[src/rtl/mano_pkg.sv]
// Shared constants for the basic-computer control slice: opcodes, decoder
// indices and timing-state indices.
package mano_pkg;

  typedef enum logic [2:0] {
    OP_AND = 3'd0,
    OP_ADD = 3'd1,
    OP_LDA = 3'd2,
    OP_STA = 3'd3,
    OP_BUN = 3'd4,
    OP_BSA = 3'd5,
    OP_ISZ = 3'd6,
    OP_REG = 3'd7
  } opcode_e;

  // Decoder outputs of interest.
  localparam int D_BSA = 5;
  localparam int D_REG = 7;

  // Timing-state indices into the one-hot T vector.
  localparam int T0 = 0;
  localparam int T1 = 1;
  localparam int T2 = 2;
  localparam int T3 = 3;
  localparam int T4 = 4;

  // 3-to-8 one-hot opcode decoder.
  function automatic logic [7:0] decode_op(input opcode_e op);
    return 8'b1 << op;
  endfunction

endpackage

[src/rtl/seq_counter.sv]
// Sequence counter: free-running timing-state counter with a clear request.
module seq_counter #(
  parameter int SCW = 4
) (
  input  logic           CLK,
  input  logic           RST_N,
  input  logic           SC_CLR,
  output logic [SCW-1:0] count
);

  // Reset and clear both return to T0; otherwise step and wrap naturally.
  always_ff @(posedge CLK) begin
    if (!RST_N)      count <= '0;
    else if (SC_CLR) count <= '0;
    else             count <= count + SCW'(1);
  end

endmodule

[src/rtl/addr_reg_seq.sv]
// Address register with its micro-op decode and the timing sequence counter.
// Strobes are purely combinational from IN_IR, R_FLAG and the current T state;
// the register applies at most one micro-op per edge (clear > load > inc).
// SCW must be at least 3 so that T0..T4 exist.
module addr_reg_seq
  import mano_pkg::*;
#(
  parameter int AW  = 12,
  parameter int DW  = 16,
  parameter int SCW = 4
) (
  input  logic           CLK,
  input  logic           RST_N,
  input  logic [DW-1:0]  IN_IR,
  input  logic [DW-1:0]  IN_BUS,
  input  logic           SC_CLR,
  input  logic           R_FLAG,
  output logic [AW-1:0]  Q_AR,
  output logic [SCW-1:0] T_CNT,
  output logic           LD_AR,
  output logic           INC_AR,
  output logic           CLR_AR,
  output logic           AR_WRAP
);

  localparam int NT = 2**SCW;

  opcode_e       op;
  logic          i_bit;
  logic [7:0]    d;
  logic [NT-1:0] t;

  seq_counter #(.SCW(SCW)) u_sc (
    .CLK    (CLK),
    .RST_N  (RST_N),
    .SC_CLR (SC_CLR),
    .count  (T_CNT)
  );

  // Decode reads IN_IR directly, so an IR change mid-instruction is seen at once.
  assign op    = opcode_e'(IN_IR[DW-2 -: 3]);
  assign i_bit = IN_IR[DW-1];
  assign d     = decode_op(op);
  assign t     = NT'(1) << T_CNT;

  // Micro-op strobes; R_FLAG turns the fetch loads at T0/T2 into an AR clear.
  always_comb begin
    CLR_AR = R_FLAG & t[T0];
    LD_AR  = (~R_FLAG & t[T0]) | (~R_FLAG & t[T2]) | (~d[D_REG] & i_bit & t[T3]);
    INC_AR = d[D_BSA] & t[T4];
  end

  // AR datapath; wrap pulse flags an increment that rolled all-ones to zero.
  always_ff @(posedge CLK) begin
    if (!RST_N) begin
      Q_AR    <= '0;
      AR_WRAP <= 1'b0;
    end else begin
      AR_WRAP <= 1'b0;
      if (CLR_AR)      Q_AR <= '0;
      else if (LD_AR)  Q_AR <= IN_BUS[AW-1:0];
      else if (INC_AR) begin
        Q_AR    <= Q_AR + AW'(1);
        AR_WRAP <= &Q_AR;
      end
    end
  end

  // Bits of the bus/IR and late timing states this block has no use for.
  logic unused_bits;
  assign unused_bits = ^{IN_BUS[DW-1:AW], IN_IR[DW-5:0], t[NT-1:T4+1], d[6], d[4:0]};

endmodule

[config.mk]
export PLATFORM = sky130hd
export DESIGN_NAME = addr_reg_seq
export DESIGN_NICKNAME = d
export VERILOG_FILES = /design/src/rtl/mano_pkg.sv /design/src/rtl/seq_counter.sv /design/src/rtl/addr_reg_seq.sv
export SDC_FILE = /design/constraint.sdc
export NUM_CORES = 1
export LEC_CHECK = 0
export BUFFER_PORTS_ARGS = -buffer_cell sky130_fd_sc_hd__buf_2
export CAP_MARGIN = 20
export CORE_UTILIZATION = 47
export DETAILED_ROUTE_END_ITERATION = 10
export PLACE_DENSITY = 0.84
export SYNTH_ARGS = -nofsm -noshare
export SYNTH_HDL_FRONTEND = slang
export SYNTH_SLANG_ARGS = --single-unit
export TNS_END_PERCENT = 10
[constraint.sdc]
create_clock -name CLK -period 3.8 [get_ports CLK]
set_clock_uncertainty 0.2 [all_clocks]
set_input_delay 0 -clock CLK [delete_from_list [all_inputs] [get_ports CLK]]
set_output_delay 0 -clock CLK [all_outputs]
set_load 0.02 [all_outputs]
==> flow_metrics.tcl <==
set metrics [dict create \
    die-area_sq_mm 0.00238 \
    numPortBuffers 39 \
    path_buf_inv 2 \
    synthesis.nets 152 \
    holdPathStages 5 \
    synth_seq_cells 17 \
    syn_area_sq_mm 0.00103 \
    grt_setup_unrepaired "no" \
    worstMarginPinSlew_ns 0.918 \
    leakage_uw 0.000652 \
    cts-htree-levels 1 \
    n_fill_cell 152 \
    drive_gt1_share_pct 32.6 \
    max_freq_mhz 351 \
    cp_data_arrival_time_ns 2.89 \
    p_per_area_mw_per_mm2 270 \
    cp_max_fo 26 \
    ant_nets 0 \
    crit_family "compound AO/OA/AOI/OAI gates" \
    slew_headroom_pct 38.8 \
    start_util_pct 51.4 \
    drc 0 \
    die_w_um 48.8 \
    synth_cells 111 \
    crit_path_end_kind "register" \
    crit_required_ns 3.84 \
    fin_setup_tns_ns 0 \
    crit_type "register to register" \
    design.core.area_sq_mm 0.00200 \
    final_common_cell "buf_2" \
    clkTransAtPathRegs_ns 0.11 \
    wl_um 2690 \
    cts_buffer_depth 2 \
    peakVddDrop_uv 200 \
    setup_violations 0 \
    dpl-instance-area_sq_mm 0.00123 \
    min_path_type "input port to register" \
    num_rows 16 \
    worstSetupPathDepth 7 \
    setup_slack_ns 0.954 \
    crit_chain "inv_1, ha_1, nand3b_1, o22a_1, nor2_1, a311oi_1, dlygate4sd3_1" \
    antennaDiodeCount 0 \
    synth-warning-count 0 \
    final_area_sq_mm 0.00151 \
    grt_overflow 0 \
    layout.nets 217 \
    num_vias 1072 \
    drv_slew 0 \
    post-place-ws_ns 1.48 \
    clock_latency_ns 0.29 \
    hold_violations 0 \
    multiInputGateArea_sq_um 624 \
    slowest_delay_ns 0.75 \
    synth_cell_types 29 \
    min_period_ns 2.85 \
    start_kind "register" \
    yosysSeqAreaShare_pct 33.0 \
    grtUsageTotal_pct 24.4 \
    clock_sinks 17 \
    die_y_um 48.8 \
    firstDrtPassIters 4 \
    final_cell_mix "buf_2 (39), dlygate4sd3_1 (25), nor2_1 (18)" \
    period_share_pct 74.9 \
    root_buffer "clkbuf_4" \
    avgViaCountPerCell 5.31 \
    p_total_uw 406 \
    drv_cap 0 \
    cts_tree "done" \
    status "completed" \
    avgSynthCellArea_sq_um 9.28 \
    dp_hpwl_um 1670 \
    area_growth_syn_to_layout_pct 46.2 \
    cts-buffers-inserted 3 \
    grt_pass1_wl_um 4480 \
    cp_slowest_cell "o22a_1" \
    grt_pass1_vias 1044 \
    routabilityCongestion 0.776 \
    grt_max_degree 27 \
    antenna_found_initial 0 \
    reg2regPathDepth 7 \
    pin_count 56 \
    drtIter0Drc 16 \
    post_drt_wl_per_cell_um 13.3 \
    layout.area.seq_sq_um 340 \
]
-- synthesized netlist by cell type --
library cell | count | area, sq um
nor2_1 | 18 | 67.6
dfxtp_1 | 17 | 340
xnor2_1 | 10 | 87.6
inv_1 | 7 | 26.3
nor3_1 | 7 | 35.0
a211oi_2 | 6 | 75.1
a211oi_1 | 5 | 37.5
ha_1 | 5 | 62.6
nand3_1 | 5 | 25.0
nand2_1 | 4 | 15.0
buf_6 | 3 | 33.8
nand4_1 | 3 | 18.8
nor4_2 | 3 | 37.5
and4_1 | 2 | 17.5
buf_2 | 2 | 10.0
a311oi_1 | 1 | 8.76
and3_1 | 1 | 6.26
nand2b_1 | 1 | 6.26
nand3b_1 | 1 | 7.51
nand4_2 | 1 | 12.5
nand4bb_4 | 1 | 27.5
nor4_1 | 1 | 6.26
nor4_4 | 1 | 21.3
o21ai_0 | 1 | 5.00
o21bai_1 | 1 | 7.51
o22a_1 | 1 | 8.76
o31ai_1 | 1 | 7.51
or3_1 | 1 | 6.26
xor2_1 | 1 | 8.76
-- layer usage --
layer | track usage, % | up-vias | routed length (um) | part of all wire, %
li1 | - | 530 | - | -
met1 | 28.3 | 497 | 1180 | 44
met5 | 0 | - | 0 | 0
met4 | 10.8 | 0 | 77 | 2.9
met2 | 44.4 | 35 | 1320 | 49
met3 | 2.80 | 10 | 118 | 4.4
-- registers in the layout (all words and copies together), names as in the netlist --
signal / cells
Q_AR: 12
u_sc.count: 4
AR_WRAP: 1
-- cells by family (layout without fill, tap and decap cells) --
logic type	count (synthesis)	count (layout)	synth area share [%]
AOI/OAI and AO/OA	16	16	14.6
xor gates and xnor gates	11	11	9.36
adders and majority gates	5	5	6.08
buffers and inverters	12	76	6.80
DFF	17	17	33.1
and+or+nand+nor	50	50	30.1
-- path summary, 6_finish.rpt --
path | from | end | slack (ns)
min reg2reg | u_sc.count[0] | u_sc.count[0] | 0.30
max reg2reg | u_sc.count[2] | Q_AR[1] | 0.95
max | u_sc.count[2] | Q_AR[1] | 0.95
min | RST_N | Q_AR[11] | 0.11
-- stage by stage --
| step | std cells | utilization, % | hold WS (ns) |
|---|---|---|---|
| 2_1_floorplan | 111 | - | -0.0472 |
| 3_3_place_gp | 173 | 61.3 | 0.0900 |
| 3_5_place_dp | 173 | 61.3 | 0.0977 |
| 4_1_cts | 202 | 75.2 | 0.0999 |
| 5_1_grt | 202 | 75.2 | 0.127 |
| 6_report | 202 | 75.2 | 0.106 |
-- cell type report --
class | count | area share, %
sequential | 17 | 22.6
multi-input combinational | 82 | 41.5
tap | 27 | 2.24
inverter | 7 | 1.75
timing repair buffer | 65 | 30.1
clock buffer | 3 | 1.50
clock inverter | 1 | 0.333
-- what timing repair did --
item                                    CTS  global route
hold buffers                             25             0
setup buffers                             0             0
endpoints found under the setup margin    0             0
resized for setup                         0             0
endpoints found under the hold margin    16             0
-- power by group --
group	switching [uW]	internal [uW]
Clock	60.8	39.2
Combinational	53.9	51.6
Sequential	12.5	188
Total	127	279
-- worst reg2reg max path, cell delays in order (launching register included) --
cell,delay [ns]
dfxtp_1,0.50
inv_1,0.08
ha_1,0.20
nand3b_1,0.10
o22a_1,0.75
nor2_1,0.08
a311oi_1,0.28
dlygate4sd3_1,0.59
Note: power is estimated with default switching activity, not from simulation.
